**config.mk**
```make
export PLATFORM = sky130hd
export DESIGN_NAME = fetch_unit
export DESIGN_NICKNAME = d
export VERILOG_FILES = /design/src/rtl/qu_pkg.sv /design/src/rtl/fetch_queue.sv /design/src/rtl/fetch_unit.sv
export SDC_FILE = /design/constraint.sdc
export NUM_CORES = 1
export LEC_CHECK = 0
export CORE_MARGIN = 2
export CORE_UTILIZATION = 50
export DETAILED_ROUTE_END_ITERATION = 12
export DONT_BUFFER_PORTS = 1
export GPL_TIMING_DRIVEN = 0
export PLACE_DENSITY = 0.78
export RECOVER_POWER = 50
export SYNTH_ARGS = -nofsm -noshare
export SYNTH_HDL_FRONTEND = slang
export SYNTH_SLANG_ARGS = --single-unit
```
**constraint.sdc**
```tcl
create_clock -name clk -period 2.85 [get_ports clk]
set_input_delay 0.57 -clock clk [delete_from_list [all_inputs] [get_ports clk]]
set_output_delay 0.57 -clock clk [all_outputs]
set_load 0.03 [all_outputs]
```
**src/rtl/qu_pkg.sv**
```systemverilog
// Shared types for the instruction fetch stage: PC/instruction words, queue entry, FSM state.
package qu_pkg;
    localparam int PC_W    = 32;
    localparam int INSTR_W = 32;

    typedef logic [PC_W-1:0]    pc_t;
    typedef logic [INSTR_W-1:0] instr_t;

    typedef struct packed {
        instr_t data;
        pc_t    pc;
    } fetch_entry_t;

    typedef enum logic {BOOT, RUN} fetch_state_t;
endpackage

```
**src/rtl/fetch_queue.sv**
```systemverilog
// In-order circular FIFO of fetch entries; clear empties it in one cycle.
module fetch_queue
    import qu_pkg::*;
#(
    parameter int DEPTH = 4
) (
    input  logic                     clk,
    input  logic                     rst,
    input  logic                     push,
    input  logic                     pop,
    input  logic                     clear,
    input  fetch_entry_t             wr_entry,
    output fetch_entry_t             head,
    output logic [$clog2(DEPTH):0]   count,
    output logic                     empty,
    output logic                     full
);
    localparam int AW = $clog2(DEPTH);
    localparam int CW = AW + 1;

    fetch_entry_t  mem [DEPTH];
    logic [AW-1:0] rd_ptr;
    logic [AW-1:0] wr_ptr;

    always_ff @(posedge clk) begin
        if (rst || clear) begin
            rd_ptr <= '0;
            wr_ptr <= '0;
            count  <= '0;
        end else begin
            if (push) wr_ptr <= wr_ptr + AW'(1);
            if (pop)  rd_ptr <= rd_ptr + AW'(1);
            if (push && !pop)      count <= count + CW'(1);
            else if (!push && pop) count <= count - CW'(1);
        end
    end

    // Storage needs no reset: count gates visibility of every slot.
    always_ff @(posedge clk) begin
        if (push) mem[wr_ptr] <= wr_entry;
    end

    assign head  = mem[rd_ptr];
    assign empty = (count == '0);
    assign full  = (count == CW'(DEPTH));
endmodule

```
**src/rtl/fetch_unit.sv**
```systemverilog
// Fetch stage: issues imem reads from pc_in, queues {instr, pc} for decode, flushes on redirect.
// Optional FETCH_PERF_CTR_EN adds fetched/flushed/stall performance counters.
module fetch_unit
    import qu_pkg::*;
#(
    parameter int PC_WIDTH    = PC_W,
    parameter int INSTR_WIDTH = INSTR_W,
    parameter int QUEUE_DEPTH = 4
) (
    input  logic                   clk,
    input  logic                   rst,
    input  logic [PC_WIDTH-1:0]    pc_in,
    output logic                   pc_en,
    input  logic                   flush,
    output logic                   imem_req,
    output logic [PC_WIDTH-1:0]    imem_addr,
    input  logic [INSTR_WIDTH-1:0] imem_rdata,
    output logic                   instr_valid,
    input  logic                   instr_ready,
    output logic [INSTR_WIDTH-1:0] instr_data,
    output logic [PC_WIDTH-1:0]    instr_pc
`ifdef FETCH_PERF_CTR_EN
    ,
    output logic [31:0]            perf_fetched,
    output logic [31:0]            perf_flushed,
    output logic [31:0]            perf_stall
`endif
);
    fetch_state_t                   state;
    logic                           inflight_vld;
    pc_t                            inflight_pc;
    logic [$clog2(QUEUE_DEPTH):0]   count;
    logic                           q_empty;
    logic                           q_full;
    logic                           issue;
    logic                           push;
    logic                           pop;
    fetch_entry_t                   head;
    fetch_entry_t                   wr_entry;

    // The in-flight read holds a credit so the queue can never overflow.
    assign issue = (state == RUN) && !flush &&
                   ((int'(count) + int'(inflight_vld)) < QUEUE_DEPTH);
    assign push  = inflight_vld && !flush;
    assign pop   = !q_empty && instr_ready && !flush;

    assign wr_entry.data = imem_rdata;
    assign wr_entry.pc   = inflight_pc;

    always_ff @(posedge clk) begin
        if (rst) begin
            state        <= BOOT;
            inflight_vld <= 1'b0;
            inflight_pc  <= '0;
        end else begin
            state        <= RUN;
            inflight_vld <= issue;
            if (issue) inflight_pc <= pc_in;
        end
    end

    fetch_queue #(.DEPTH(QUEUE_DEPTH)) u_queue (
        .clk      (clk),
        .rst      (rst),
        .push     (push),
        .pop      (pop),
        .clear    (flush),
        .wr_entry (wr_entry),
        .head     (head),
        .count    (count),
        .empty    (q_empty),
        .full     (q_full)
    );

    // pc_en during flush lets pc_ctr load its redirect target.
    assign imem_req    = !rst && issue;
    assign pc_en       = !rst && (issue || flush);
    assign imem_addr   = rst ? '0 : pc_in;
    assign instr_valid = !rst && !q_empty;
    assign instr_data  = rst ? '0 : head.data;
    assign instr_pc    = rst ? '0 : head.pc;

    a_no_overflow: assert property (@(posedge clk) disable iff (rst)
        !(push && q_full && !pop));

`ifdef FETCH_PERF_CTR_EN
    always_ff @(posedge clk) begin
        if (rst) begin
            perf_fetched <= '0;
            perf_flushed <= '0;
            perf_stall   <= '0;
        end else begin
            if (push) perf_fetched <= perf_fetched + 32'd1;
            if (flush) perf_flushed <= perf_flushed + 32'(count) + 32'(inflight_vld);
            if (state == RUN && !issue && !flush) perf_stall <= perf_stall + 32'd1;
        end
    end
`endif
endmodule

```
Yosys cells after proc, flatten, opt, wreduce, memory -nomap -nowiden

Memory sizes are Yosys's and may differ from the RTL's. A register that Yosys moved wholly into a read port is not among the register bits.
Cells that the tools add are included.

Logic and storage cells: 42
Output and inout port bits: 99
Memories kept: 1
Input bits: 68
RAM bits: 256
Bits in registers: 41

Memory list:

| memory      | words | bits a word | read ports | clocked after Yosys merged registers in | write ports | line              | source |
|---|---|---|---|---|---|---|---|
| u_queue.mem | 4     | 64          | 1          | 1                                       | 1           | fetch_queue.sv:21 | `fetch_entry_t mem [DEPTH];` |

$add $sub $neg: 5
Mux-type cells: 10
Reduce and logical (&&, ||, !) cells: 19
Order comparisons: 1

Operators with widths:

| operator                                                   | number |
|---|---|
| 2-to-1 mux 32 bit                                          | 3 |
| logical AND 1 bit                                          | 10 |
| 2-to-1 mux 3 bit                                           | 2 |
| logical NOT 1 bit                                          | 5 |
| adder 2 x 1 -> 2 bit, second input constant                | 2 |
| adder 3 x 1 -> 4 bit                                       | 1 |
| less-than comparator 4 x 3 -> 1 bit, second input constant | 1 |
| 2-to-1 mux 2 bit                                           | 2 |
| adder 3 x 1 -> 3 bit, second input constant                | 1 |
| logical NOT 3 bit                                          | 1 |
| 2-to-1 mux 1 bit                                           | 3 |
| subtractor 3 x 1 -> 3 bit, second input constant           | 1 |
| logical OR 1 bit                                           | 2 |
| nonzero test 2 bit                                         | 1 |

Logic depth before layout (Yosys ltp)

Gate-level depths: netlist (run 1).

Depth after elaboration: 7
Gate-level depth with buffers: 8
Depth with buffers taken out: 8

Cells and area by module

Synthesis (run 1) repeated with hierarchy kept, for this count alone.

Cell total of the unflattened synthesis: 601
Area total of the unflattened synthesis: 11780.0 um2

Modules (own cells, without submodules):

| module      | sequential area each (um2) | cells an instance | area an instance (um2) | times used |
|---|---|---|---|---|
| fetch_queue | 7867.5                     | 379               | 9745.6                 | 1 |
| fetch_unit  | 680.7                      | 222               | 2034.5                 | 1 |

Worst setup path after synthesis (run 1)

No wires, ideal clock.

Path kind: input to register
From: in flush
To: mem u_queue.mem[0][0] (netlist bit), enable pin
Arrival: 2.309 ns
Path buffers: 0
Required time: 2.421 ns
Stages on the path: 2
Setup time: 0.429 ns
Setup slack: 0.112 ns
Cells stage by stage: nor2b_1 > and2_1

Cells in the longest elaborated chain, start to end: 4

Ends and longest elaborated chain:

| item                                   | line              | source |
|---|---|---|
| start: declaration                     | fetch_unit.sv:14  | `input logic flush,` |
| logical NOT 1 bit                      | fetch_unit.sv:44  | `assign push = inflight_vld && !flush;` |
| logical AND 1 bit                      | fetch_unit.sv:44  |  |
| 2-to-1 mux 1 bit                       | fetch_queue.sv:40 | `if (push) mem[wr_ptr] <= wr_entry;` |
| 2-to-1 mux 1 bit (not written as such) | fetch_queue.sv:40 |  |
| end: declaration                       | fetch_queue.sv:21 |  |

Every way passes these cells.

==> reports/results.txt, run 1 <==
Final WS setup - 136 ps
period utilization - 95.2%
I/O Buffers - 0
post-synth top area share - 65.7%
Mapped Cells - 599
largest net degree at the start of global routing - 58
vias in the first global route - 5,816
metal2 WL - 10,900 um
FFs w/ async S/R, synth - 0%
worst-path cell chain - clkbuf_2, buf_2, mux4_2, and2_1
DP HPWL - 13,800 um
synthesized area per cell - 19.5 um2
Setup WS pre-CTS - 159 ps
Flop pwr share - 53.0%
hold_ws - 138 ps
Area Growth Syn to Fin - 12.9%
most instantiated library cell after synthesis - edfxtp_1
slowest CP cell - mux4_2
final hold vios - 0
outcome - finished clean
maximum vdd drop - 0.585 mV
top cells by area, synth - edfxtp_1, mux4_2, dfxtp_1, and2_1, nor2b_1
Net Count, Synth - 673
Metal-1 WL - 8640 um
H-tree depth - 1
Num CTS Buffers - 29
kind of cell adding the most delay to the critical path - buffers and inverters
RSZ-0062 raised after global routing - false
CP peak stage delay - 400 ps
DR vias/cell - 5.55
die area - 24,700 um2
worst setup path category - flop to output pin
layout net count - 708
Bufs and invs on worst path - 2
row cnt - 55
Starting DRT DRC Count - 339
HP Class - input pin to flop
non-filler cells, final - 971
Yosys reg bits - 299
cell total after placement - 916
min Tclk post-route - 2710 ps
residual DRC count - 0
share of post-route cells with drive strength above 1 - 25.4%
metal3 WL - 1920 um
total power draw - 9.10 mW
setup violators final - 0
Ys Warns - 0
first-pass GRT wire length - 33,400 um
Clock Latency Late Sink - 550 ps
dominant cell type by area after synthesis - edfxtp_1
switching part of the total power - 20.4%
hold_buf cts - 0
P_leak - 4.31 nW
max cap viols - 0
DRT Wirelength - 22,000 um
# IOs - 167
Post-synth top flop - edfxtp_1
Max Clock Freq - 0.368 GHz
Area after DPL - 12,200 um2
internal power - 7.25 mW
DIE HEIGHT - 157 um
starting density of the core - 51.2%
vias - 5,389
Clock Tree Buf Depth - 3
Final Skew - 32.1 ps
Crit path arrival time - 2140 ps
initial antenna violation count - 2
uppermost layer routed - met5
Switch Pwr - 1.85 mW
EDFF count, synth - 256
ANT nets after route - 0
Netlist cell types - 29
CP endpoint kind - output pin
GRT overflow - 0
Worst slew margin - 41.6%
Final Max Tran Viols - 0
Comb pwr share - 3.8%
Root Driver - clkbuf_16
Worst EP required - 2280 ps
CTS tree - built
routed len/inst - 22.6 um
pwr/cell area - 688 nW/um2
sequential fraction of the synthesis area - 73.0%
chip width - 157 um
Worst-path clk slew - 60 ps
Clock power frac - 43.2%
gr usage total - 18.0%
crit start category - flop
Pre-Repair DR Iteration Count - 4
worst-margin pin slew - 876 ps
synth cell count leaders - edfxtp_1, and2_1, nor2b_1
crit-path max FO - 10
Syn Std Cell Area - 11,700 um2
core area - 22,800 um2
post-route cell area - 13,200 um2
clk sinks - 299
gpl congestion - 0.762
-- layer usage --
layer | global-route usage (%) | up-vias
met4 | 4.33 | 2
li1 | - | 2391
met1 | 22.1 | 2769
met2 | 31.0 | 188
met5 | 0 | -
met3 | 6.22 | 39
-- power by group through the flow --
| stage | Clock, mW | Sequential, mW | Combinational [mW] |
|---|---|---|---|
| global placement | 0 | 4.91 | 0.340 |
| CTS | 4.01 | 4.82 | 0.352 |
| global route | 4.18 | 4.83 | 0.368 |
| floorplan | 0 | 4.90 | 0.284 |
| detailed placement | 0 | 4.92 | 0.350 |
| finish | 3.93 | 4.82 | 0.345 |
-- kinds of logic after synthesis --
logic type | count (synthesis) | synth area share (%)
mux | 98 | 15.7
compound gates | 5 | 0.267
xor+xnor | 5 | 0.374
buf+inv | 36 | 2.19
simple gates | 150 | 7.77
fa+ha+maj | 6 | 0.705
flops | 299 | 73.0
-- metrics by stage --
step	util [%]	setup TNS, ps
2_1_floorplan	-	0
3_3_place_gp	53.0	-273930
3_5_place_dp	53.5	0
4_1_cts	57.9	0
5_1_grt	57.9	0
6_report	57.9	0
-- flip-flops by register name, summed over array words and instances, names as in the netlist, named ones only --
register        count
u_queue.count       3
inflight_pc        32
state               1
u_queue.wr_ptr      2
inflight_vld        1
u_queue.rd_ptr      2
u_queue.mem       256
-- worst register-to-register path, cell delays in order, from the launching register on --
cell and delay, ps:
dfxtp_1 380, o31ai_1 430, nand2b_1 170, ha_1 190
inv_1 70, fa_1 370, xor2_1 180, or3_1 310
a21oi_1 140
-- repair_timing --
action	CTS	global route
buffers inserted	0	0
resized for setup	1	0
endpoints found under the setup margin	1	0
-- layout by cell type (no fill, tap or decap), drive strengths merged --
| cell | synthesis | routed |
|---|---|---|
| bufinv | 0 | 4 |
| a21oi | 2 | 2 |
| nand3 | 2 | 2 |
| mux2i | 2 | 2 |
| and2 | 68 | 68 |
| or3 | 1 | 1 |
| fa | 1 | 1 |
| buf | 19 | 22 |
| clkinvlp | 0 | 3 |
| nor2 | 11 | 11 |
| o21ai | 1 | 1 |
| inv | 5 | 8 |
| o31ai | 1 | 1 |
| dfxtp | 43 | 43 |
| o311ai | 1 | 1 |
| edfxtp | 256 | 256 |
| xnor2 | 1 | 1 |
| nand2 | 1 | 1 |
| nand2b | 1 | 1 |
| mux4 | 64 | 64 |
| nor3 | 1 | 1 |
| nor2b | 65 | 65 |
| ha | 5 | 5 |
| xor2 | 4 | 4 |
| mux2 | 32 | 32 |
| clkbuf | 12 | 51 |
| diode | 0 | 1 |
| clkinv | 0 | 6 |
-- final timing paths --
| check | start | to | slack, ps | depth (start not counted) |
|---|---|---|---|---|
| setup reg to reg | u_queue.count[0] | u_queue.count[2] | 500 | 8 |
| setup / recovery | flop | instr_pc[0] | 140 | 4 |
| hold reg to reg | inflight_pc[28] | u_queue.mem[0][28] | 490 | 0 |
| hold / removal | imem_rdata[7] | u_queue.mem[0][39] | 140 | 0 |
-- final cells by class --
class                           instances  area, um2
Fill cell                            1699       9630
Antenna cell                            1       2.50
Buffer                                 31        236
Multi-Input combinational cell        264       2910
Clock buffer                           38        801
Inverter                                5       18.8
Tap cell                              313        392
Sequential cell                       299       8550
Timing Repair Buffer                    4        110
Clock inverter                         16        199
Note: power is estimated with default switching activity, not from simulation.
==> inputs of run 2 (changes only) <==
--- a/config.mk
+++ b/config.mk
@@ -7,6 +7,7 @@
 export LEC_CHECK = 0
 export CORE_MARGIN = 2
 export CORE_UTILIZATION = 50
+export CTS_BUF_LIST = sky130_fd_sc_hd__clkbuf_4
 export DETAILED_ROUTE_END_ITERATION = 12
 export DONT_BUFFER_PORTS = 1
 export GPL_TIMING_DRIVEN = 0
==> reports/results.txt, run 2 (synthesis gave the netlist of run 1 again) <==
starting density of the core - 51.2% (unchanged)
Final WS setup - 115 ps (-20.3 ps)
min Tclk post-route - 2730 ps (+20.3 ps)
Final Max Tran Viols - 0 (unchanged)
maximum vdd drop - 0.415 mV (-29%)
Root Driver - clkbuf_4
total power draw - 8.90 mW (-2.2%)
period utilization - 96.0% (+0.71 points)
residual DRC count - 0 (unchanged)
most common cell after layout, fill and taps aside - edfxtp_1
first-pass GRT wire length - 34,700 um (+3.8%)
top flop regs - u_queue.mem x256, inflight_pc x32, u_queue.count x3
H-tree depth - 3 (+2)
Area Growth Syn to Fin - 16.0%
HP Class - input pin to flop
Max Clock Freq - 0.366 GHz (-0.74%)
Pre-Repair DR Iteration Count - 4 (unchanged)
worst-margin pin slew - 880 ps (+3.90 ps)
setup violators final - 0 (unchanged)
layout net count - 786 (+11%)
CP endpoint kind - output pin
DIE HEIGHT - 157 um (unchanged)
final hold vios - 0 (unchanged)
outcome - finished clean
Setup WS pre-CTS - 159 ps (unchanged)
gpl congestion - 0.762 (unchanged)
Starting DRT DRC Count - 348 (+2.7%)
I/O Buffers - 0 (unchanged)
clk sinks - 299 (unchanged)
P_leak - 4.56 nW (+5.7%)
Crit path arrival time - 2160 ps (+20 ps)
gr usage total - 18.9% (+0.85 points)
slowest CP cell - mux4_2
worst-path cell chain - buf_2, clkbuf_4, mux4_2, and2_1
# IOs - 167 (unchanged)
DP HPWL - 13,800 um (unchanged)
CP peak stage delay - 330 ps (-70 ps)
Worst EP required - 2280 ps (about the same)
DR vias/cell - 5.38 (-3.1%)
crit-path max FO - 10 (unchanged)
# fillers - 1,704 (+0.29%)
routed len/inst - 21.1 um (-6.8%)
vias - 5,830 (+8.2%)
worst setup path category - flop to output pin
chip width - 157 um (unchanged)
GRT overflow - 0 (unchanged)
crit start category - flop
RSZ-0062 raised after global routing - true
Biggest register - u_queue.mem
DRT Wirelength - 22,900 um (+4.1%)
max cap viols - 0 (unchanged)
Num CTS Buffers - 75 (+160%)
non-filler cells, final - 1,084 (+12%)
vias in the first global route - 6,337 (+9.0%)
max reg flops - 256 (unchanged)
die area - 24,700 um2 (unchanged)
Clock Tree Buf Depth - 3 (unchanged)
share of post-route cells with drive strength above 1 - 31.7% (+6.3 points)
largest net degree at the start of global routing - 58 (unchanged)
row cnt - 55 (unchanged)
most frequent cells in the layout - edfxtp_1, clkbuf_4, nor2b_1, and2_1, mux4_2
Final Skew - 35.0 ps (+2.89 ps)
pwr/cell area - 655 nW/um2 (-4.8%)
hold_ws - 244 ps (+106 ps)
initial antenna violation count - 2 (unchanged)
core area - 22,800 um2 (unchanged)
cell total after placement - 916 (unchanged)
Worst slew margin - 41.3% (-0.29 points)
Worst-path clk slew - 70 ps (about the same)
CTS tree - built
ANT nets after route - 0 (unchanged)
Clock Latency Late Sink - 660 ps (+110 ps)
-- run 2: final timing paths --
path                                  startpoint                  to  slack [ps]  cells after the start
worst max-delay path                        flop        instr_pc[15]         120                      4
worst min-delay path                 instr_ready   u_queue.rd_ptr[1]         240                      3
worst max register to register  u_queue.count[0]    u_queue.count[2]         490                      8
worst min register to register   inflight_pc[25]  u_queue.mem[3][25]         480                      0
-- run 2: metal layers --
metal	part of all wire, %	wire length, um	track usage [%]
met5	0.057	13	0
met4	2.1	478	8.18
met3	9.1	2080	6.72
met2	49	11300	31.6
met1	39	8980	22.1
-- run 2: cell type report --
cell class / count / area [um2] / share of cell area, %
diodes: 1 / 2.50 / 0.0184
plain buffers: 31 / 259 / 1.91
clock buffers: 113 / 848 / 6.24
clock inverters: 22 / 164 / 1.21
inverters: 5 / 18.8 / 0.138
multi-input cells: 264 / 2920 / 21.5
flip-flops and latches: 299 / 8550 / 62.9
well taps: 313 / 392 / 2.88
repair buffers: 36 / 430 / 3.17
-- run 2: stage by stage --
stage / area (um2) / utilization, % / TNS [ps]
6_report: 13600 / 59.5 / 0
5_1_grt: 13600 / 59.5 / -61.0
4_1_cts: 13600 / 59.4 / -1320
3_5_place_dp: 12200 / 53.5 / 0
3_3_place_gp: 12100 / 53.0 / -273930
2_1_floorplan: 11700 / - / 0
-- run 2: worst max-delay path, delay by kind of cell, from the launching register on --
family | cells | cell delay [ps]
buf+inv | 2 | 590
flops | 1 | 300
mux | 1 | 330
simple gates | 1 | 290
-- run 2: power breakdown --
part	switching (mW)	total (mW)	internal, mW	leakage (nW)
Sequential	0.0334	4.82	4.79	2.69
Clock	1.66	3.68	2.01	0.598
Combinational	0.267	0.403	0.135	1.28
Total	1.96	8.90	6.93	4.56
-- run 2: timing repair --
action / CTS / global route
setup endpoints to repair: 56 / 51
gates resized for setup: 7 / 7
endpoints found under the hold margin: 128 / 0
buffers inserted: 0 / 0
hold buffers: 32 / 0
==> patch 1, RTL diff (settings of run 1) <==
`INSTR_W`: 32 -> 36.
--- a/src/rtl/qu_pkg.sv
+++ b/src/rtl/qu_pkg.sv
@@ -2,5 +2,5 @@
 package qu_pkg;
     localparam int PC_W    = 32;
-    localparam int INSTR_W = 32;
+    localparam int INSTR_W = 36;
 
     typedef logic [PC_W-1:0]    pc_t;
Interface: changed (resized imem_rdata and instr_data); port bits go from 167 to 175. The function was not compared with the original's and may differ.
==> patch 1 against run 1 <==
- via count rose by 3.6%
- total power rose by 5.8%
- die area rose by 4.5%
- final area rose by 4.6%
- register-to-register slack improved by 0.02 ns
- sequential power rose by 5.4%
- sequential share of layout area rose by 0.62 points
- clock power rose by 6.6%
- wire length rose by 4.9%
- sequential cell count rose by 16
- synthesized cell count rose by 4.3%
- worst setup slack got worse by 0.021 ns
- area after synthesis rose by 4.6%
==> patch 1: results (changes against run 1) <==
[global_route]
grt_pass1_wl_um=35100  ; +5.3%
grt_pass1_vias=6056  ; +4.1%
track_usage_pct=18.0  ; about the same
antenna_found_initial=0  ; -2

[worst_setup_path]
rrSetupSlack_ns=0.52  ; +0.02 ns
crit_arrival_ns=2.17  ; +0.03 ns
crit_end=instr_data[28]

[synthesis]
synth-edff-count=272  ; +6.3%
seq_area_frac_synth_pct=73.7  ; +0.73 points
avgSynthCellArea_um2=19.6  ; +0.22%
synthTopCellsByCount=edfxtp_1 (272), and2_1 (72), mux4_2 (68), nor2b_1 (62), dfxtp_1 (43)
synth.top_cells.by_area=edfxtp_1 (67%), mux4_2 (13%), dfxtp_1 (7.0%)
synthesis.nets=703  ; +4.5%
synth_cell_types=27  ; -6.9%

[detailed_routing]
via_per_inst=5.54  ; -0.27%
finalWirelength_um=23000  ; +4.9%

[timing]
skew_ns=0.0141  ; -0.0180 ns
fin_ws_ns=0.115  ; -0.0209 ns
slew_headroom_pct=34.6  ; -6.9 points

[cts]
cts_inserted_buffers=31  ; +6.9%
cts_resized=8  ; +7

[finish]
finalNetCount=739  ; +4.4%
fillers=1790  ; +5.4%
top_regs=u_queue.mem (272), inflight_pc (32), u_queue.count (3)

[status]
status=finished, final reports clean

[placed_design]
gp_congestion=0.719  ; -5.7%
pre_cts_ws_ns=0.144  ; -0.0148 ns
dp.cells=953  ; +4.0%

[power_and_ir_drop]
ir_worst_vdd_mv=0.495  ; -15%

[patch 1: cell types whose count changed in the layout (fill, tap and decap cells not counted), sizes merged, moves of 2 or more]
cell / delta
edfxtp: +16
and2: +4
clkinvlp: -2
mux4: +4
inv: -2
clkbuf: +15
buf: -6
and2b: +3
nor2b: -3
[patch 1: critical path: stages, from the launching register on]
cell and delay, ns:
dfxtp_1 0.32, buf_6 0.13, buf_2 0.34, mux4_2 0.55, and2_1 0.29
[patch 1: report_power, final]
group	internal, mW	switching, mW
sequential	5.05	0.0342
clock	2.57	1.62
combinational	0.105	0.246
total	7.72	1.90
[patch 1: stage by stage]
stage	total power [mW]	instance area, um^2	hold slack, ns	utilization, %
floorplan	5.46	12200	0.452	-
global placement	5.52	12600	0.461	52.3
detailed placement	5.54	12700	0.481	52.7
CTS	9.71	13800	0.0997	57.2
global route	9.91	13800	0.0971	57.2
finish	9.62	13800	0.121	57.2
[patch 1: worst min path at each step]
stage	start	to	slack, ns	depth (start not counted)
floorplan	inflight_pc[0]$_SDFFE_PP0P_	u_queue.mem[0][0]$_DFFE_PP_	0.45	0
global placement	inflight_pc[27]$_SDFFE_PP0P_	u_queue.mem[0][27]$_DFFE_PP_	0.46	0
detailed placement	inflight_pc[20]$_SDFFE_PP0P_	u_queue.mem[1][20]$_DFFE_PP_	0.48	0
CTS	imem_rdata[4]	u_queue.mem[2][36]$_DFFE_PP_	0.1	0
global route	imem_rdata[29]	u_queue.mem[2][61]$_DFFE_PP_	0.1	0
finish	imem_rdata[4]	u_queue.mem[2][36]$_DFFE_PP_	0.12	0
[patch 1: cell families after synthesis]
family	Yosys count	share of synthesized area (%)
AO/OA/AOI/OAI	5	0.255
XOR/XNOR	5	0.358
adder cells (fa/ha/maj)	6	0.674
buffers and inverters	38	1.74
flip-flops	315	73.7
multiplexers	102	15.6
AND/OR/NAND/NOR	154	7.62
[patch 1: area by class of cell]
cell class	count	area share [%]
timing repair buffer	4	0.579
inverter	5	0.136
sequential	315	65.3
multi-input combinational	272	21.8
buffer	32	1.47
clock inverter	11	1.15
clock buffer	46	6.61
tap	324	2.93
[patch 1: routing by layer]
metal	wire, um	GRT usage [%]	share of wire [%]	vias up
met5	0	0	0	-
met4	541	4.91	2.3	0
met3	2120	5.84	9.2	39
met2	11600	31.1	50	224
met1	8800	22.0	38	2844
li1	-	-	-	2478
==> patch 2, RTL diff (config.mk and constraints of run 1) <==
Made on the original files. The option `FETCH_PERF_CTR_EN` is turned on by a define.
--- a/src/rtl/fetch_unit.sv
+++ b/src/rtl/fetch_unit.sv
@@ -1,4 +1,6 @@
 // Fetch stage: issues imem reads from pc_in, queues {instr, pc} for decode, flushes on redirect.
 // Optional FETCH_PERF_CTR_EN adds fetched/flushed/stall performance counters.
+`define FETCH_PERF_CTR_EN
+
 module fetch_unit
     import qu_pkg::*;
Behaviour (old outputs only; new: perf_fetched, perf_flushed and perf_stall): unchanged (equiv_simple and equiv_induct, registers matched by name and starting in step).
==> patch 2 against run 1 <==
- wire length is 54% higher
- final area is 34% higher
- area after synthesis is 35% higher
- sequential cell count is 96 higher
- worst setup slack worse by 0.0067 ns
- synthesized cell count is 90% higher
- total power is 27% higher
- highest routed layer unchanged
==> patch 2: results (changes against run 1) <==
[placed_design]
gp_congestion=0.821  ; +7.7%
place_hpwl_um=22600  ; +64%
pre_cts_ws_ns=-0.376  ; -0.535 ns
place.port_buffers=0  ; unchanged

[cts]
h-tree-depth=2  ; +1
cts_inserted_buffers=40  ; +38%
cts_setup_buffers=0  ; unchanged
cts_buffer_depth=3  ; unchanged
root_buffer=clkbuf_16
clk-insertion-delay-late_ns=0.52  ; -0.03 ns
clk_pin_slew_worst_paths_ns=0.06  ; about the same

[synthesis]
synthTopCellsByCount=edfxtp_1 (256), dfxtp_1 (139), nor2_1 (103), nand2_1 (91), and2_1 (78)
synth_compound_area_share_pct=2.24  ; +2.0 points
synth_ff_type=edfxtp_1
synth_cell_types=41  ; +41%
synth-xor-area-share_pct=4.49  ; +4.1 points
seq_area_frac_synth_pct=66.2  ; -6.8 points
synthesis.nets=1217  ; +81%
synth.top_cells.by_area=edfxtp_1 (49%), dfxtp_1 (18%), mux4_2 (9.1%)
synth-edff-count=256  ; unchanged
synthArstFlopShare_pct=0  ; unchanged
yosys_warnings=0  ; unchanged
synthAdderAreaFrac_pct=1.09  ; +0.39 points
synth.area.mux_share_pct=9.64  ; -6.0 points

[finish]
top_register=u_queue.mem
largest_reg_flops=256  ; unchanged
finalNetCount=1259  ; +78%
fillers=2430  ; +43%
drive_gt1_share_pct=14.0  ; -11 points
antenna_cells=0  ; -1

[timing]
skew_ns=0.0137  ; -0.0184 ns
fin_ws_ns=0.129  ; -0.00668 ns
slew_headroom_pct=37.5  ; -4.0 points

[min_path]
hold_class=in2reg
holdPathStages=0  ; unchanged

[status]
status=finished, final reports clean

[worst_setup_path]
crit_end=pc_en
max_stage_delay_ns=0.41
reg2reg_to=perf_flushed[26]$_SDFFE_PP0P_
r2r_cells=8  ; unchanged
crit_arrival_ns=2.15
crit_slowest_cell=dfxtp_1
cp_max_fo=10  ; unchanged
r2r-start=perf_flushed[0]$_SDFFE_PP0P_
cp_top_family=simple AND/OR/NAND/NOR gates
rrSetupSlack_ns=0.17  ; -0.33 ns
cp-startpoint=inflight_vld$_SDFF_PP0_

[global_route]
grt_pass1_wl_um=51600  ; +55%
grt_max_degree=53  ; -8.6%
antenna_found_initial=1  ; -1
track_usage_pct=20.2  ; +2.2 points
grt_pass1_vias=9177  ; +58%

[detailed_routing]
vias=9033  ; +68%
drtPass1Iterations=5  ; +1
drt_iter0_markers=475  ; +40%
drc=0  ; unchanged
finalWirelength_um=33800  ; +54%

[power_and_ir_drop]
p_int_mw=9.09  ; +25%
p_leak_nw=5.67  ; +31%
ir_worst_vdd_mv=0.420  ; -28%

patch 2: cell types whose count changed after synthesis, sizes merged, moves of 37 or more:
cell    before  now
a21oi        2   48
clkbuf      12   49
dfxtp       43  139
nand2        1   91
nor2        11  103
xor2         4   52
patch 2: worst reg2reg max path: stages (launching register included):
cell	delay [ns]
dfxtp_1	0.45
fa_1	0.52
fa_1	0.44
a21oi_2	0.23
nor2b_1	0.13
and4_1	0.21
clkbuf_1	0.15
nand3_1	0.12
mux2_2	0.33
patch 2: timing repair:
action	CTS	global route
gates resized for setup	24	4
setup endpoints to repair	76	28
endpoints found under the hold margin	0	0
patch 2: cell type report:
class | count | area [um^2] | share of cell area, %
sequential | 395 | 10500 | 59.0
clock buffer | 50 | 1070 | 6.03
inverter | 12 | 45.0 | 0.254
buffer | 54 | 243 | 1.37
multi-input combinational | 672 | 5110 | 28.8
clock inverter | 23 | 185 | 1.04
tap | 402 | 503 | 2.83
timing repair buffer | 4 | 110 | 0.620
patch 2: power by group through the flow:
stage	Sequential [mW]	Clock, mW	Combinational [mW]
3_3_place_gp	6.29	0	0.393
2_1_floorplan	6.29	0	0.314
6_report	6.18	4.96	0.398
5_1_grt	6.18	5.28	0.427
3_5_place_dp	6.30	0	0.402
4_1_cts	6.18	5.07	0.406
patch 2: metrics by stage:
stage	total power, mW	cell area, um^2	cells
6_report	11.5	17700	1612
5_1_grt	11.9	17700	1612
4_1_cts	11.6	17700	1613
3_5_place_dp	6.70	16400	1543
3_3_place_gp	6.69	16300	1539
2_1_floorplan	6.60	15800	1137
patch 2: kinds of logic (layout without fill, tap and decap cells):
| family | Yosys count | count (layout) |
|---|---|---|
| AND/OR/NAND/NOR | 440 | 440 |
| XOR/XNOR | 81 | 81 |
| buffers and inverters | 70 | 143 |
| flip-flops | 395 | 395 |
| AO/OA/AOI/OAI | 67 | 67 |
| multiplexers | 72 | 72 |
| adder cells (fa/ha/maj) | 12 | 12 |
patch 2: metal layers:
metal	share of wire (%)	GRT usage, %
met1	38	24.5
met3	10	7.78
met4	2.0	5.13
met5	0.036	0
met2	49	34.2
patch 2: how the worst min path moves through the flow:
| stage | start | to | slack, ns |
|---|---|---|---|
| floorplan | inflight_pc[0]$_SDFFE_PP0P_ | u_queue.mem[0][0]$_DFFE_PP_ | 0.46 |
| detailed placement | inflight_pc[10]$_SDFFE_PP0P_ | u_queue.mem[1][10]$_DFFE_PP_ | 0.49 |
| global route | imem_rdata[20] | u_queue.mem[1][52]$_DFFE_PP_ | 0.11 |
| CTS | imem_rdata[29] | u_queue.mem[3][61]$_DFFE_PP_ | 0.12 |
| finish | imem_rdata[27] | u_queue.mem[3][59]$_DFFE_PP_ | 0.14 |
| global placement | inflight_pc[19]$_SDFFE_PP0P_ | u_queue.mem[3][19]$_DFFE_PP_ | 0.47 |
